## src/rtl/input_conditioner_array.sv

```systemverilog
// ----------------------------------------------------------------------------
// input_conditioner_array
//
// Synchronises, debounces and edge-detects CHANNELS independent asynchronous
// inputs in a single clock domain. Each channel has a SYNC_STAGES-deep
// synchroniser, a debounce counter that must see WAIT_CYCLES consecutive
// differing synchronised samples before the conditioned level follows, and
// one-cycle edge pulses. Sticky rise/fall flags latch the pulses until
// clear_flags is asserted. A pulse arriving together with clear_flags wins.
//
// Ports:
//   clk           system clock, rising edge
//   reset         synchronous, active-high reset (clears all state)
//   noisysignal   [CHANNELS] raw asynchronous inputs
//   enable        [CHANNELS] per-channel debounce enable
//   clear_flags   clears all sticky flags
//   conditioned   [CHANNELS] debounced, synchronised level
//   positiveedge  [CHANNELS] one-cycle pulse on conditioned 0->1
//   negativeedge  [CHANNELS] one-cycle pulse on conditioned 1->0
//   rise_flag     [CHANNELS] sticky positive-edge flag
//   fall_flag     [CHANNELS] sticky negative-edge flag
//   any_edge      OR of all edge pulses
// ----------------------------------------------------------------------------
module input_conditioner_array #(
    parameter int CHANNELS    = 4,
    parameter int SYNC_STAGES = 2,
    parameter int WAIT_CYCLES = 3,
    parameter bit RESET_LEVEL = 1'b0
) (
    input  logic                clk,
    input  logic                reset,
    input  logic [CHANNELS-1:0] noisysignal,
    input  logic [CHANNELS-1:0] enable,
    input  logic                clear_flags,
    output logic [CHANNELS-1:0] conditioned,
    output logic [CHANNELS-1:0] positiveedge,
    output logic [CHANNELS-1:0] negativeedge,
    output logic [CHANNELS-1:0] rise_flag,
    output logic [CHANNELS-1:0] fall_flag,
    output logic                any_edge
);

    localparam int CW = $clog2(WAIT_CYCLES + 1);
    localparam logic [CW-1:0] CNT_LAST = CW'(WAIT_CYCLES - 1);

    logic [CHANNELS-1:0] sync_p [SYNC_STAGES];
    logic [CW-1:0]       cnt    [CHANNELS];
    logic [CHANNELS-1:0] s;

    assign s = sync_p[SYNC_STAGES-1];

    // Synchroniser stage: runs independently of enable
    always_ff @(posedge clk) begin
        if (reset) begin
            for (int k = 0; k < SYNC_STAGES; k++) begin
                sync_p[k] <= '0;
            end
        end else begin
            sync_p[0] <= noisysignal;
            for (int k = 1; k < SYNC_STAGES; k++) begin
                sync_p[k] <= sync_p[k-1];
            end
        end
    end

    // Debounce and edge stage
    always_ff @(posedge clk) begin
        if (reset) begin
            conditioned  <= {CHANNELS{RESET_LEVEL}};
            positiveedge <= '0;
            negativeedge <= '0;
            for (int i = 0; i < CHANNELS; i++) begin
                cnt[i] <= '0;
            end
        end else begin
            for (int i = 0; i < CHANNELS; i++) begin
                positiveedge[i] <= 1'b0;
                negativeedge[i] <= 1'b0;
                if (!enable[i] || (s[i] == conditioned[i])) begin
                    // Disabled channels and any return to the accepted level
                    // restart the stability count from zero.
                    cnt[i] <= '0;
                end else if (cnt[i] == CNT_LAST) begin
                    conditioned[i]  <= s[i];
                    cnt[i]          <= '0;
                    positiveedge[i] <= s[i];
                    negativeedge[i] <= ~s[i];
                end else begin
                    cnt[i] <= cnt[i] + 1'b1;
                end
            end
        end
    end

    // Sticky flag stage: a pulse coinciding with clear_flags still sets its bit
    always_ff @(posedge clk) begin
        if (reset) begin
            rise_flag <= '0;
            fall_flag <= '0;
        end else begin
            rise_flag <= (clear_flags ? '0 : rise_flag) | positiveedge;
            fall_flag <= (clear_flags ? '0 : fall_flag) | negativeedge;
        end
    end

    assign any_edge = |(positiveedge | negativeedge);

endmodule

```

## config.mk

```make
export PLATFORM = sky130hd
export DESIGN_NAME = input_conditioner_array
export DESIGN_NICKNAME = d
export VERILOG_FILES = /design/src/rtl/input_conditioner_array.sv
export SDC_FILE = /design/constraint.sdc
export NUM_CORES = 1
export LEC_CHECK = 0
export ABC_AREA = 0
export CAP_MARGIN = 10
export CORE_MARGIN = 2
export CORE_UTILIZATION = 52
export DETAILED_ROUTE_END_ITERATION = 8
export PLACE_DENSITY = 0.91
export SYNTH_ARGS = -nofsm -noshare
export SYNTH_HDL_FRONTEND = slang
export SYNTH_SLANG_ARGS = --single-unit
export TNS_END_PERCENT = 100
```

## constraint.sdc

```tcl
create_clock -name clk -period 1.59 [get_ports clk]
set_input_delay 0.159 -clock clk [delete_from_list [all_inputs] [get_ports clk]]
set_output_delay 0.159 -clock clk [all_outputs]
set_load 0.01 [all_outputs]
```

# Word level (Yosys, flattened, before mapping)
# Memories as Yosys holds them, arrays and structs flattened.
# Cells that the tools add are included.
dict set report op_classes {
  muxes 63
  add_sub_neg 4
  bitwise_logic 29
  eq_ne 8
  reduce_logical 17
}
# op n
set ops {}
lappend ops {{two-way mux 1 bit} 47}
lappend ops {{two-way mux 2 bit} 12}
lappend ops {{two-way mux 4 bit} 4}
lappend ops {{bitwise OR 1 bit} 14}
lappend ops {{inverter 1 bit} 12}
lappend ops {{bitwise OR 4 bit} 3}
lappend ops {{OR reduction 3 bit} 4}
lappend ops {{adder 2 x 1 -> 2 bit, second input constant} 4}
lappend ops {{equality test 2 bit, second input constant} 4}
lappend ops {{AND reduction 2 bit} 4}
lappend ops {{equality test 1 bit} 4}
lappend ops {{zero test 1 bit} 4}
lappend ops {{logical OR 1 bit} 4}
lappend ops {{OR reduction 4 bit} 1}
dict set report word_totals {
  regBits 20
  wordCells 137
  out_inout_bits 21
  mem_bits_rw 16
  mem_count 2
}
# memory depth word_bits rd rd_ports_with_merged_regs wr line
set mem_list {}
lappend mem_list {cnt 4 2 4 0 4 47} ;# logic [CW-1:0] cnt [CHANNELS];
lappend mem_list {sync_p 2 4 2 0 2 46} ;# logic [CHANNELS-1:0] sync_p [SYNC_STAGES];

# Logic depth before layout (Yosys ltp)
dict set report logic_depth {
  ltp_word 8
  depth_mapped 4
  ltp_nobuf 4
}

# Worst setup path after synthesis
# Ideal clock, no wire load.
dict set report synth_path {
  kind {register to register}
  startpoint {memory cnt[0][0] (netlist bit)}
  endpoint {memory cnt[0][1] (netlist bit) (data pin)}
  arrival_time_ps 867
  setup_slack_ps 547
  period_less_slack_ps 1043
  setup_time_ps 176
  path_stages_with_launch 4
  n_path_buf 0
  path_cell_list {edfxtp_1 inv_1 ha_1 nor4_1}
}
# element line
set synth_lines {}
lappend synth_lines {{from (decl)} 47}

# Worst setup path in the final report
dict set report layout_path {
  startpoint {register negativeedge[3]}
  endpoint {output port negativeedge[3]}
}
# element line
set layout_lines {}
lappend layout_lines {{from (decl)} 37} ;# output logic [CHANNELS-1:0] negativeedge,
lappend layout_lines {{from (signal, indexed assignment)} 87} ;# negativeedge[i] <= ~s[i];
# No word-level cell between the ends.

==> results.md <==
- Status: finished, final reports clean
- Critical Path RT: 1430 ps
- Combinational share of power: 6.5%
- Die H: 55.10 um
- WL/cell: 13.40 um
- Antenna Nets Post-Route: 0
- CP cell instances: clkdlybuf4s50_1
- Initial antenna violation count: 0
- Full die area: 3035 um^2
- Hold path startpoint: noisysignal[2]
- H-tree depth: 2
- Final core occ: 72.68%
- Area grow syn2layout: 32.63%
- Worst-skew pair later-pin latency: 340 ps
- Critical Path Stages: 1
- Bufs on Longest Clock Path: 2
- Commonest non-fill, non-tap cell in the layout: clkdlybuf4s50_1
- Max stage delay on crit path: 570 ps
- Clock root buffer: clkbuf_4
- Top Ports: 32
- Sequential share of power: 61.5%
- Final setup viols: 0
- Area of the core: 2477 um^2
- Setup ws final: 89.30 ps
- CP Data Arrival Time: 1340 ps
- Hold buffer count at CTS: 0
- Sinks on Clock Net: 36
- Place WS: 206.4 ps
- Die width: 55.10 um
- R2r startpoint: cnt[3][0]
- CTS tree: done
- Post-synthesis sequential area ratio: 58.99%
- Fin crit share: 94.38%
- Gr ovfl total: 0
- Maximum clock rate: 666.4 MHz
- Worst Path Max Fanout: 3
- Vias in the first global route: 916
- Worst setup path start: negativeedge[3]
- Largest net degree at the start of global routing: 29
- Post-synthesis instance total: 123
- Nets: 181
- Synthesized area per cell: 11.04 um^2
- RSZ-0062 raised after global routing: no
- TritonCTS Buffers: 5
- Total track usage: 20.18%
- CP Class: register to output pin
- Int Pwr: 0.001226 W
- Reg-to-reg setup timing slack: 350 ps
- Layout cell share with drive strength beyond 1: 7.784%
- Crit-path slowest cell: clkdlybuf4s50_1
- Total number of vias: 994
- Total wire length: 2640 um
- Fin crit period: 1501 ps
- # DRC: 0
- Cell variety after synth: 17
- PortBufs: 31
- Final hold slack: 362.0 ps
- Setup TNS: 0 ps
- Post-Syn Area: 1358 um^2
- Peak supply drop: 754.9 uV
- Initial Utilization: 54.80%
- CTS clock-pin slew for the worst setup and hold paths: 100 ps
- #FFs+latches synth: 36
- Final Total Pwr: 0.001568 W
- Max-cap viol count: 0
- Setup crit end kind: output pin
- Detail Placement HPWL: 1912 um
- Final Hold Fails: 0
- Top cell family by delay on the critical path: buffers and inverters
- Switching share of total power: 21.77%
- Clock Power Share: 32.1%
- Setup Skew: 1.674 ps
- CP endpoint: negativeedge[3]
- Crit path launch type: register
- CP Buf/Inv Count: 1
- Pleak: 0.6352 nW
- Net Sw Power: 0.0003412 W
- Warnings from Yosys: 0
- Iter 0 DRT Violations: 11
- Class of the worst hold path: input pin to register
- R2r worst-path depth: 4
- GPL Wtd Cong: 0.7899
- Power Dens Cells: 870.6 nW/um^2
- Antenna diodes: 0
- Rows: 18
- Vias/cell: 5.046
- Number of iterations in the first detailed-routing pass: 4
- First-pass GRT wire length: 4071 um
- Worst R2R End: negativeedge[3]
- Final Slew Violations: 0
- Most frequent cells in the layout: 30 x clkdlybuf4s50_1, 28 x dfxtp_1, 12 x inv_1, 12 x nand2b_1, 12 x a21oi_1
cells in the mapped netlist (all sizes together):
| library cell | n | area (um^2) |
|---|---|---|
| xnor2 | 4 | 35.03 |
| nor3b | 8 | 60.06 |
| a21bo | 4 | 40.04 |
| a21oi | 12 | 60.06 |
| inv | 12 | 45.04 |
| nand2 | 1 | 3.750 |
| edfxtp | 8 | 240.2 |
| nand3b | 4 | 30.03 |
| nand3 | 4 | 20.02 |
| nand2b | 12 | 75.07 |
| ha | 4 | 50.05 |
| buf | 3 | 21.27 |
| conb | 1 | 3.750 |
| dfxtp | 28 | 560.5 |
| nor4 | 10 | 62.56 |
| nor2b | 8 | 50.05 |
cell type report:
cell class / instances / area [um^2]
fill: 194 / 676.9
multi-input combinational: 79 / 529.3
tap: 30 / 37.54
timing repair buffer: 32 / 329.1
clock buffer: 8 / 58.81
sequential: 36 / 800.8
inverter: 12 / 45.04
power by group through the flow:
stage	registers (W)	clock network, W	logic [W]
floorplan	0.000982	0	0.0000523
global placement	0.000983	0	0.0000945
detailed placement	0.000984	0	0.000100
CTS	0.000963	0.000518	0.000100
global route	0.000966	0.000567	0.000111
finish	0.000963	0.000503	0.000101
per-layer routing:
layer / GRT usage, % / share of wire [%]
met2: 34.33 / 52
met4: 11.38 / 3.7
met3: 8.065 / 5.8
met1: 21.06 / 38
met5: 0 / 0
how the worst min path moves through the flow:
| stage | slack (ps) | end | cells past startpoint |
|---|---|---|---|
| after floorplan | 290 | sync_p[0][0] | 1 |
| after global placement | 420 | sync_p[0][4] | 1 |
| after detailed placement | 430 | sync_p[0][6] | 1 |
| after CTS | 350 | sync_p[0][3] | 2 |
| after global routing | 350 | sync_p[0][3] | 2 |
| final | 360 | sync_p[0][2] | 2 |
timing repair:
action                     in CTS  in global routing
setup endpoints to repair       1                  1
setup buffers                   0                  0
pin swaps                       1                  0
gates resized for setup         1                  2
cell families after synthesis:
family,after synthesis,synth area share (%)
DFF,36,58.99
other,1,0.2762
and+or+nand+nor,47,22.21
buffers and inverters,15,4.885
AOI/OAI and AO/OA,16,7.374
xor gates and xnor gates,4,2.580
adders and majority gates,4,3.687
per-stage QoR:
step,std cells,instance area [um^2]
detailed placement,189,1730
CTS,197,1788
finish,197,1800
floorplan,130,1384
global placement,189,1730
global route,197,1800
registers in the layout, indices dropped and copies added (netlist names):
name / count
positiveedge: 4
fall_flag: 4
cnt: 8
rise_flag: 4
sync_p: 8
negativeedge: 4
conditioned: 4
No activity file was read; power rests on OpenSTA's default activity.
